### config.mk
export PLATFORM = sky130hd
export DESIGN_NAME = flit_input_fifo_flat
export DESIGN_NICKNAME = d
export VERILOG_FILES = /design/src/rtl/flit_input_fifo_if.sv /design/src/rtl/flit_input_fifo.sv /design/src/flat_wrapper.sv
export SDC_FILE = /design/constraint.sdc
export NUM_CORES = 1
export LEC_CHECK = 0
export ABC_AREA = 1
export CORE_UTILIZATION = 55
export CTS_CLUSTER_DIAMETER = 40
export CTS_CLUSTER_SIZE = 12
export DETAILED_ROUTE_END_ITERATION = 12
export PLACE_DENSITY = 0.8
export SKIP_CTS_REPAIR_TIMING = 1
export SYNTH_ARGS = -nofsm -noshare
export SYNTH_HDL_FRONTEND = slang
export SYNTH_SLANG_ARGS = --single-unit
### constraint.sdc
create_clock -name clk -period 5.6 [get_ports clk]
set_clock_uncertainty 0.2 [all_clocks]
set_input_delay 0.56 -clock clk [delete_from_list [all_inputs] [get_ports clk]]
set_output_delay 0.56 -clock clk [all_outputs]
set_load 0.01 [all_outputs]
### src/rtl/flit_input_fifo_if.sv
// ---------------------------------------------------------------------------
// flit_input_fifo_if : upstream/downstream signal bundle for flit_input_fifo
// Rev 1.0
// ---------------------------------------------------------------------------
`default_nettype none

interface flit_input_fifo_if #(
  parameter int DATA_WIDTH = 32
);
  logic                  valid_in;
  logic [DATA_WIDTH-1:0] data_in;
  logic                  read_en;
  logic                  full;
  logic                  empty;
  logic [DATA_WIDTH-1:0] data_out;
  logic [2:0]            flit_id;
  logic [3:0]            dst_addr;
  logic                  frame_err;

  modport master (
    output valid_in, data_in, read_en,
    input  full, empty, data_out, flit_id, dst_addr, frame_err
  );

  modport slave (
    input  valid_in, data_in, read_en,
    output full, empty, data_out, flit_id, dst_addr, frame_err
  );
endinterface

`default_nettype wire

### src/rtl/flit_input_fifo.sv
// ---------------------------------------------------------------------------
// flit_input_fifo : FWFT input buffer with packet-framing checker ahead of LBDR
// Rev 1.0
// ---------------------------------------------------------------------------
`default_nettype none

module flit_input_fifo #(
  parameter int DATA_WIDTH = 32,
  parameter int DEPTH      = 4,
  parameter int PTR_W      = 2
) (
  input  wire               clk,
  input  wire               rst,
  flit_input_fifo_if.slave  flit_if
);

  localparam logic [2:0] c_header = 3'b001;
  localparam logic [2:0] c_body   = 3'b010;
  localparam logic [2:0] c_tail   = 3'b100;

  localparam logic [0:0] c_st_idle   = 1'b0;
  localparam logic [0:0] c_st_in_pkt = 1'b1;

  localparam logic [PTR_W:0] c_depth = (PTR_W+1)'(DEPTH);
  localparam logic [PTR_W:0] c_one   = (PTR_W+1)'(1);

  logic [DATA_WIDTH-1:0] mem_q [DEPTH];
  logic [PTR_W-1:0]      wr_ptr_q, wr_ptr_d;
  logic [PTR_W-1:0]      rd_ptr_q, rd_ptr_d;
  logic [PTR_W:0]        count_q, count_d;
  logic [0:0]            state_q, state_d;
  logic                  frame_err_q, frame_err_d;

  logic                  w_full;
  logic                  w_empty;
  logic                  w_cand;
  logic                  w_wr;
  logic                  w_pop;
  logic [2:0]            w_code;

  assign w_full  = (count_q == c_depth);
  assign w_empty = (count_q == '0);
  assign w_cand  = flit_if.valid_in && !w_full;
  assign w_pop   = flit_if.read_en && !w_empty;
  assign w_code  = flit_if.data_in[DATA_WIDTH-1 -: 3];

  // Framing check only looks at flits that would otherwise be accepted.
  always_comb begin
    w_wr        = 1'b0;
    state_d     = state_q;
    frame_err_d = 1'b0;
    if (w_cand) begin
      if (state_q == c_st_idle) begin
        if (w_code == c_header) begin
          w_wr    = 1'b1;
          state_d = c_st_in_pkt;
        end else begin
          frame_err_d = 1'b1;
        end
      end else begin
        if (w_code == c_body) begin
          w_wr = 1'b1;
        end else if (w_code == c_tail) begin
          w_wr    = 1'b1;
          state_d = c_st_idle;
        end else begin
          frame_err_d = 1'b1;
        end
      end
    end
  end

  always_comb begin
    wr_ptr_d = wr_ptr_q;
    rd_ptr_d = rd_ptr_q;
    count_d  = count_q;
    if (w_wr) begin
      wr_ptr_d = wr_ptr_q + 1'b1;
    end
    if (w_pop) begin
      rd_ptr_d = rd_ptr_q + 1'b1;
    end
    if (w_wr && !w_pop) begin
      count_d = count_q + c_one;
    end else if (!w_wr && w_pop) begin
      count_d = count_q - c_one;
    end
  end

  always_ff @(posedge clk) begin
    if (!rst) begin
      wr_ptr_q    <= '0;
      rd_ptr_q    <= '0;
      count_q     <= '0;
      state_q     <= c_st_idle;
      frame_err_q <= 1'b0;
    end else begin
      wr_ptr_q    <= wr_ptr_d;
      rd_ptr_q    <= rd_ptr_d;
      count_q     <= count_d;
      state_q     <= state_d;
      frame_err_q <= frame_err_d;
    end
  end

  // Storage is deliberately left out of reset; pointers alone define validity.
  always_ff @(posedge clk) begin
    if (rst && w_wr) begin
      mem_q[wr_ptr_q] <= flit_if.data_in;
    end
  end

  assign flit_if.full      = w_full;
  assign flit_if.empty     = w_empty;
  assign flit_if.data_out  = mem_q[rd_ptr_q];
  assign flit_if.flit_id   = mem_q[rd_ptr_q][DATA_WIDTH-1 -: 3];
  assign flit_if.dst_addr  = mem_q[rd_ptr_q][3:0];
  assign flit_if.frame_err = frame_err_q;

endmodule

`default_nettype wire
### src/flat_wrapper.sv
// flat-port wrapper written by rule: the top's interface ports become plain ports
module flit_input_fifo_flat 
#(
  parameter int DATA_WIDTH = 32,
  parameter int DEPTH      = 4,
  parameter int PTR_W      = 2
)
  (clk, rst, flit_if_valid_in, flit_if_data_in, flit_if_read_en, flit_if_full, flit_if_empty, flit_if_data_out, flit_if_flit_id, flit_if_dst_addr, flit_if_frame_err);
  flit_input_fifo_if #(.DATA_WIDTH(DATA_WIDTH)) flit_if_i ();
  input  wire clk;
  input  wire rst;
  input wire logic [$bits(flit_if_i.valid_in)-1:0] flit_if_valid_in;
  input wire logic [$bits(flit_if_i.data_in)-1:0] flit_if_data_in;
  input wire logic [$bits(flit_if_i.read_en)-1:0] flit_if_read_en;
  output wire logic [$bits(flit_if_i.full)-1:0] flit_if_full;
  output wire logic [$bits(flit_if_i.empty)-1:0] flit_if_empty;
  output wire logic [$bits(flit_if_i.data_out)-1:0] flit_if_data_out;
  output wire logic [$bits(flit_if_i.flit_id)-1:0] flit_if_flit_id;
  output wire logic [$bits(flit_if_i.dst_addr)-1:0] flit_if_dst_addr;
  output wire logic [$bits(flit_if_i.frame_err)-1:0] flit_if_frame_err;
  assign flit_if_i.valid_in = flit_if_valid_in;
  assign flit_if_i.data_in = flit_if_data_in;
  assign flit_if_i.read_en = flit_if_read_en;
  assign flit_if_full = flit_if_i.full;
  assign flit_if_empty = flit_if_i.empty;
  assign flit_if_data_out = flit_if_i.data_out;
  assign flit_if_flit_id = flit_if_i.flit_id;
  assign flit_if_dst_addr = flit_if_i.dst_addr;
  assign flit_if_frame_err = flit_if_i.frame_err;
  flit_input_fifo #(.DATA_WIDTH(DATA_WIDTH), .DEPTH(DEPTH), .PTR_W(PTR_W)) u_core (.clk(clk), .rst(rst), .flit_if(flit_if_i));
endmodule
==> out/qor.csv, run 1 <==
stage,metric,value,unit
die,fp.coreArea,9684,um^2
routing,route.detailed.drc,0,
finish,final_cell_mix,"128 x edfxtp_1, 77 x clkdlybuf4s50_1, 70 x nor2_1",
cts,cts-root-buf,clkbuf_8,
die,die_x,101.7,um
sta,min_period,3622,ps
die,die_h,101.7,um
min_path,min_path_type,reg2reg,
global_routing,grt-ovfl-total,0,
synthesis,syn_avg_cell_area,13.59,um^2
sta,slew_violations,0,
min_path,min-delay-start,u_core.rd_ptr_q[1]$_SDFFE_PN0P_,
critical_path,critPathKind,reg2out,
finish,diodes,0,
critical_path,r2r_cells,6,
finish,fill_cells,647,
synthesis,seq_area_frac_synth,74.41,%
synthesis,ys_seq_elements,139,
die,io-pin-count,78,
routing,drt_first_pass_iters,5,
routing,vias,3345,
die,die-area,10330,um^2
routing,viasPerCell,5.404,
power,p_leak,2.312,nW
sta,rsz0062_at_grt,false,
die,fp-row-count,36,
min_path,holdPathEnd,u_core.rd_ptr_q[1]$_SDFFE_PN0P_,
finish,layout-drive-gt1-share,11.73,%
synthesis,syn-num-nets,444,
sta,fmax,276.1,MHz
critical_path,worst_setup_path_start_kind,flip-flop,
synthesis,synthCells,402,
placed_design,hpwl,5802,um
cts,cts.htree.levels,4,
cts,cts_made_buffers,17,
cts,clock-sinks,139,
finish,multiInputGateArea,1151,um^2
routing,totalWireLength,10350,um
cts,clockBufferDepth,2,
power,p_per_area,438.2,nW/um^2
die,start_util,56.40,%
sta,worst_pin_slew,1047,ps
global_routing,grt_pass1_wl,16050,um
placed_design,routabilityCongestion,0.7069,
sta,relSlewSlack,30.02,%
finish,final_util,70.32,%
global_routing,antenna_found_initial,0,
sta,period_share,64.69,%
finish,nNetsFinal,515,
global_routing,grt_max_degree,66,
placed_design,io_buffers,77,
global_routing,grt_usage,21.56,%
critical_path,r2r_start,u_core.count_q[0]$_SDFFE_PN0P_,
critical_path,r2r_end,u_core.mem_q[2][2]$_DFFE_PP_,
outcome,outcome,"finished, final reports clean",
routing,drtIter0Drc,222,
finish,area_growth,24.70,%
critical_path,cp-end-kind,output port,
cts,clk_pin_slew,70,ps
routing,wl_per_cell,16.72,um
critical_path,path_max_fanout,65,
routing,route.antenna.remaining_nets,0,
run,drv_cap,0,
power,ir_drop,233.3,uV
synthesis,yosysWarnings,0,
sta,setup_violations,0,
global_routing,first_global_vias,3314,
finish,layout_commonest_cell,edfxtp_1,
sta,final-hold-violation-count,0,
min_path,holdPathStages,2,
synthesis,netlist_area,5461,um^2
critical_path,arrival,2860,ps
sta,setup_tns,0,ps
critical_path,worstPathRequired,4840,ps
cts,tritoncts,built,
critical_path,reg2reg_slack,3160,ps
synthesis,ys_types,28,
cts,insertion_delay,530,ps
finish,ff_latch_area,4065,um^2
-- worst max-delay path by stage --
stage	cells after the start	start	to	slack [ps]
after floorplan	6	flit_if_data_in[30]	u_core.mem_q[0][0]$_DFFE_PP_	3100
after global placement	7	flit_if_data_in[30]	u_core.mem_q[2][11]$_DFFE_PP_	2560
after detailed placement	7	flit_if_data_in[29]	u_core.mem_q[0][11]$_DFFE_PP_	2450
after CTS	5	flip-flop	flit_if_data_out[30]	2010
after global routing	5	flip-flop	flit_if_data_out[30]	1870
final	5	flip-flop	flit_if_data_out[30]	1980
-- Yosys cell counts (all sizes together) --
cell type / instances / area [um^2]
a21boi: 1 / 7.510
a21oi: 9 / 60.06
buf: 24 / 161.4
clkbuf: 3 / 11.26
dfxtp: 11 / 220.2
edfxtp: 128 / 3844
fa: 1 / 20.02
ha: 5 / 62.56
inv: 23 / 93.84
nand2: 14 / 72.57
nand3: 3 / 37.54
nand3b: 2 / 15.01
nand4: 2 / 12.51
nor2: 75 / 294.0
o21ai: 69 / 349.1
o22ai: 32 / 200.2
-- where the power goes --
part	internal, mW	total [mW]	switching, mW
Sequential	1.17	1.20	0.0245
Clock	0.562	1.02	0.457
Combinational	0.346	0.765	0.419
-- registers in the layout, summed over array words and instances, names as in the netlist, named ones only --
register                  cells
u_core.mem_q                128
u_core.count_q                3
u_core.rd_ptr_q               2
u_core.wr_ptr_q               2
u_core.flit_if.frame_err      1
u_core.state_q                1
-- cell type report --
class / count / area share [%]
Clock inverter: 15 / 1.966
Tap cell: 133 / 2.444
Inverter: 23 / 1.378
Multi-Input combinational cell: 213 / 16.90
Timing Repair Buffer: 79 / 11.54
Clock buffer: 17 / 6.081
Sequential cell: 139 / 59.69
-- logic make-up (layout without fill, tap and decap cells) --
logic type | after synthesis | in the layout | synth area share, %
AOI/OAI and AO/OA | 111 | 111 | 11.29
and+or+nand+nor | 96 | 96 | 7.904
DFF | 139 | 139 | 74.41
adders and majority gates | 6 | 6 | 1.512
buffers and inverters | 50 | 134 | 4.880
-- stage by stage --
stage,total power [mW],area (um^2),worst slack [ps],cells,hold WS [ps]
2_1_floorplan,1.674,5461,3097,402,248.6
3_3_place_gp,1.961,6262,2556,587,260.2
4_1_cts,2.994,6810,2015,619,303.3
5_1_grt,3.106,6810,1865,619,325.2
6_report,2.984,6810,1978,619,302.2
3_5_place_dp,1.981,6262,2447,587,274.1
-- worst max-delay path, stage by stage, from the launching register on --
cell             delay, ps
dfxtp_2                310
buf_4                  300
inv_4                  550
o21ai_0                170
o22ai_1                320
clkdlybuf4s50_1        630
-- layer usage --
layer  wire length, um  GRT usage [%]
met5                 0              0
met4               145          10.48
met3               534          6.073
met2              5475          36.69
met1              4192          25.26
(Power assumes the default switching activity.)
==> inputs of run 2 (changes only) <==
Settings changed: CORE_UTILIZATION 55 to 49, PLACE_DENSITY 0.8 to 0.76.
Clock period 5.6 ns to 3 ns, I/O delays scaled along.
==> out/qor.csv, run 2 (synthesis gave the netlist of run 1 again) <==
stage,metric,value,unit
global_routing,antenna_found_initial,0,
sta,slew_violations,0,
die,die_h,107.6,um
power,p_per_area,823.5,nW/um^2
finish,reg_top3,"u_core.mem_q: 128 flops, u_core.count_q: 3 flops",
power,ir_drop,402.3,uV
routing,wl_per_cell,17.27,um
finish,diodes,0,
sta,worst_pin_slew,421.8,ps
critical_path,worst_setup_path_start_kind,flip-flop,
routing,drt_first_pass_iters,5,
power,p_clk_share,35.0,%
global_routing,first_global_vias,3452,
critical_path,cp_cell_sequence,"inv_4, buf_4, nor2_1, o22ai_1, clkdlybuf4s50_1",
die,die_x,107.6,um
global_routing,grt_max_degree,36,
min_path,min_path_type,in2reg,
routing,route.antenna.remaining_nets,0,
cts,cts-root-buf,clkbuf_8,
critical_path,worstPathRequired,2500,ps
sta,final-hold-violation-count,0,
cts,insertion_delay,510,ps
critical_path,critPathKind,reg2out,
placed_design,io_buffers,77,
power,p_int,4.080,mW
finish,layout_commonest_cell,edfxtp_1,
finish,final_cell_mix,"128 x edfxtp_1, 77 x clkdlybuf4s50_1, 70 x nor2_1",
finish,area_growth,27.54,%
min_path,min-delay-start,flit_if_data_in[26],
die,io-pin-count,78,
power,p_comb_share,25.4,%
min_path,holdPathStages,1,
global_routing,grt_usage,20.49,%
min_path,holdPathEnd,u_core.mem_q[1][26]$_DFFE_PP_,
critical_path,r2r_end,u_core.count_q[2]$_SDFFE_PN0P_,
finish,final_util,64.25,%
power,pwr-share-seq,39.6,%
critical_path,arrival,2320,ps
sta,hold-worst-slack,214.8,ps
routing,route.detailed.drc,0,
sta,relSlewSlack,71.79,%
critical_path,cp-end-kind,output port,
critical_path,r2r_cells,12,
placed_design,hpwl,6547,um
die,start_util,50.38,%
power,sw_frac_of_total,28.86,%
critical_path,reg2reg_slack,830,ps
power,total_power,5.736,mW
finish,regMostFlops,u_core.mem_q,
critical_path,crit_buf_inv,3,
critical_path,max_stage_delay,590,ps
critical_path,path_max_fanout,32,
cts,cts.htree.levels,4,
routing,totalWireLength,11040,um
finish,nNetsFinal,528,
critical_path,cp_slowest_cell,clkdlybuf4s50_1,
cts,tritoncts,built,
critical_path,critical_path_cell_count,5,
power,switching_power,1.655,mW
cts,cts_made_buffers,17,
routing,viasPerCell,5.410,
die,fp-row-count,38,
cts,clock-sinks,139,
die,die-area,11570,um^2
critical_path,crit_family,buffers and inverters,
sta,setup_tns,0,ps
sta,fmax,354.9,MHz
routing,drtIter0Drc,313,
critical_path,r2r_start,u_core.count_q[0]$_SDFFE_PN0P_,
global_routing,grt-ovfl-total,0,
placed_design,routabilityCongestion,0.7081,
finish,largest_reg_flops,128,
sta,setup_violations,0,
die,fp.coreArea,10840,um^2
sta,min_period,2818,ps
outcome,outcome,"finished, final reports clean",
cts,clockBufferDepth,2,
finish,layout-drive-gt1-share,13.83,%
routing,vias,3457,
run,drv_cap,0,
sta,period_share,93.92,%
global_routing,grt_pass1_wl,17230,um
power,p_leak,2.391,nW
cts,clk_pin_slew,60,ps
sta,rsz0062_at_grt,false,
[run 2: changes by cell type in the layout (fill, tap and decap cells not counted), sizes merged]
| cell | before | now |
|---|---|---|
| inv | 32 | 28 |
| clkinvlp | 1 | 3 |
| buf | 2 | 15 |
| bufinv | 0 | 2 |
[run 2: worst max path at each step]
stage	start	endpoint	slack [ps]
6_report	flip-flop	flit_if_data_out[20]	180
5_1_grt	flip-flop	flit_if_data_out[20]	40
4_1_cts	flip-flop	flit_if_data_out[20]	-170
3_5_place_dp	flit_if_data_in[30]	u_core.count_q[2]$_SDFFE_PN0P_	340
3_3_place_gp	flit_if_data_in[30]	u_core.count_q[2]$_SDFFE_PN0P_	430
2_1_floorplan	u_core.count_q[0]$_SDFFE_PN0P_	u_core.mem_q[0][0]$_DFFE_PP_	670
[run 2: worst reg2reg max path, stage by stage (launching register included)]
cell	delay, ps
dfxtp_1	390
nor2_2	100
a21oi_4	230
nand3_4	120
inv_4	80
ha_1	150
inv_2	50
fa_1	380
nor2_1	110
nor2_1	50
nand2_1	70
o21ai_1	60
a21oi_1	120
[run 2: metal layers]
metal / GRT usage [%] / share of wire (%)
met1: 25.40 / 41
met2: 34.43 / 52
met3: 5.630 / 6.7
met4: 7.339 / 0.79
met5: 0 / 0
[run 2: stage by stage]
step | area (um^2) | setup WS [ps] | instances
after detailed placement | 6374 | 339.0 | 606
after CTS | 6952 | -166.2 | 638
after global routing | 6965 | 40.81 | 639
after global placement | 6374 | 432.1 | 606
after floorplan | 5461 | 671.0 | 402
final | 6965 | 182.4 | 639
[run 2: power by group through the flow]
stage          clock (mW)  sequential [mW]  combinational (mW)
2_1_floorplan           0             2.27               0.850
3_3_place_gp            0             2.32                1.39
3_5_place_dp            0             2.33                1.43
4_1_cts              2.05             2.29                1.44
5_1_grt              2.13             2.29                1.60
6_report             2.01             2.27                1.46
[run 2: cell type report]
cell class / count / area [um^2]
Clock buffer: 17 / 414.1
Clock inverter: 15 / 163.9
Fill cell: 817 / 3875
Inverter: 23 / 93.84
Multi-Input combinational cell: 213 / 1151
Sequential cell: 139 / 4068
Tap cell: 140 / 175.2
Timing Repair Buffer: 92 / 899.6
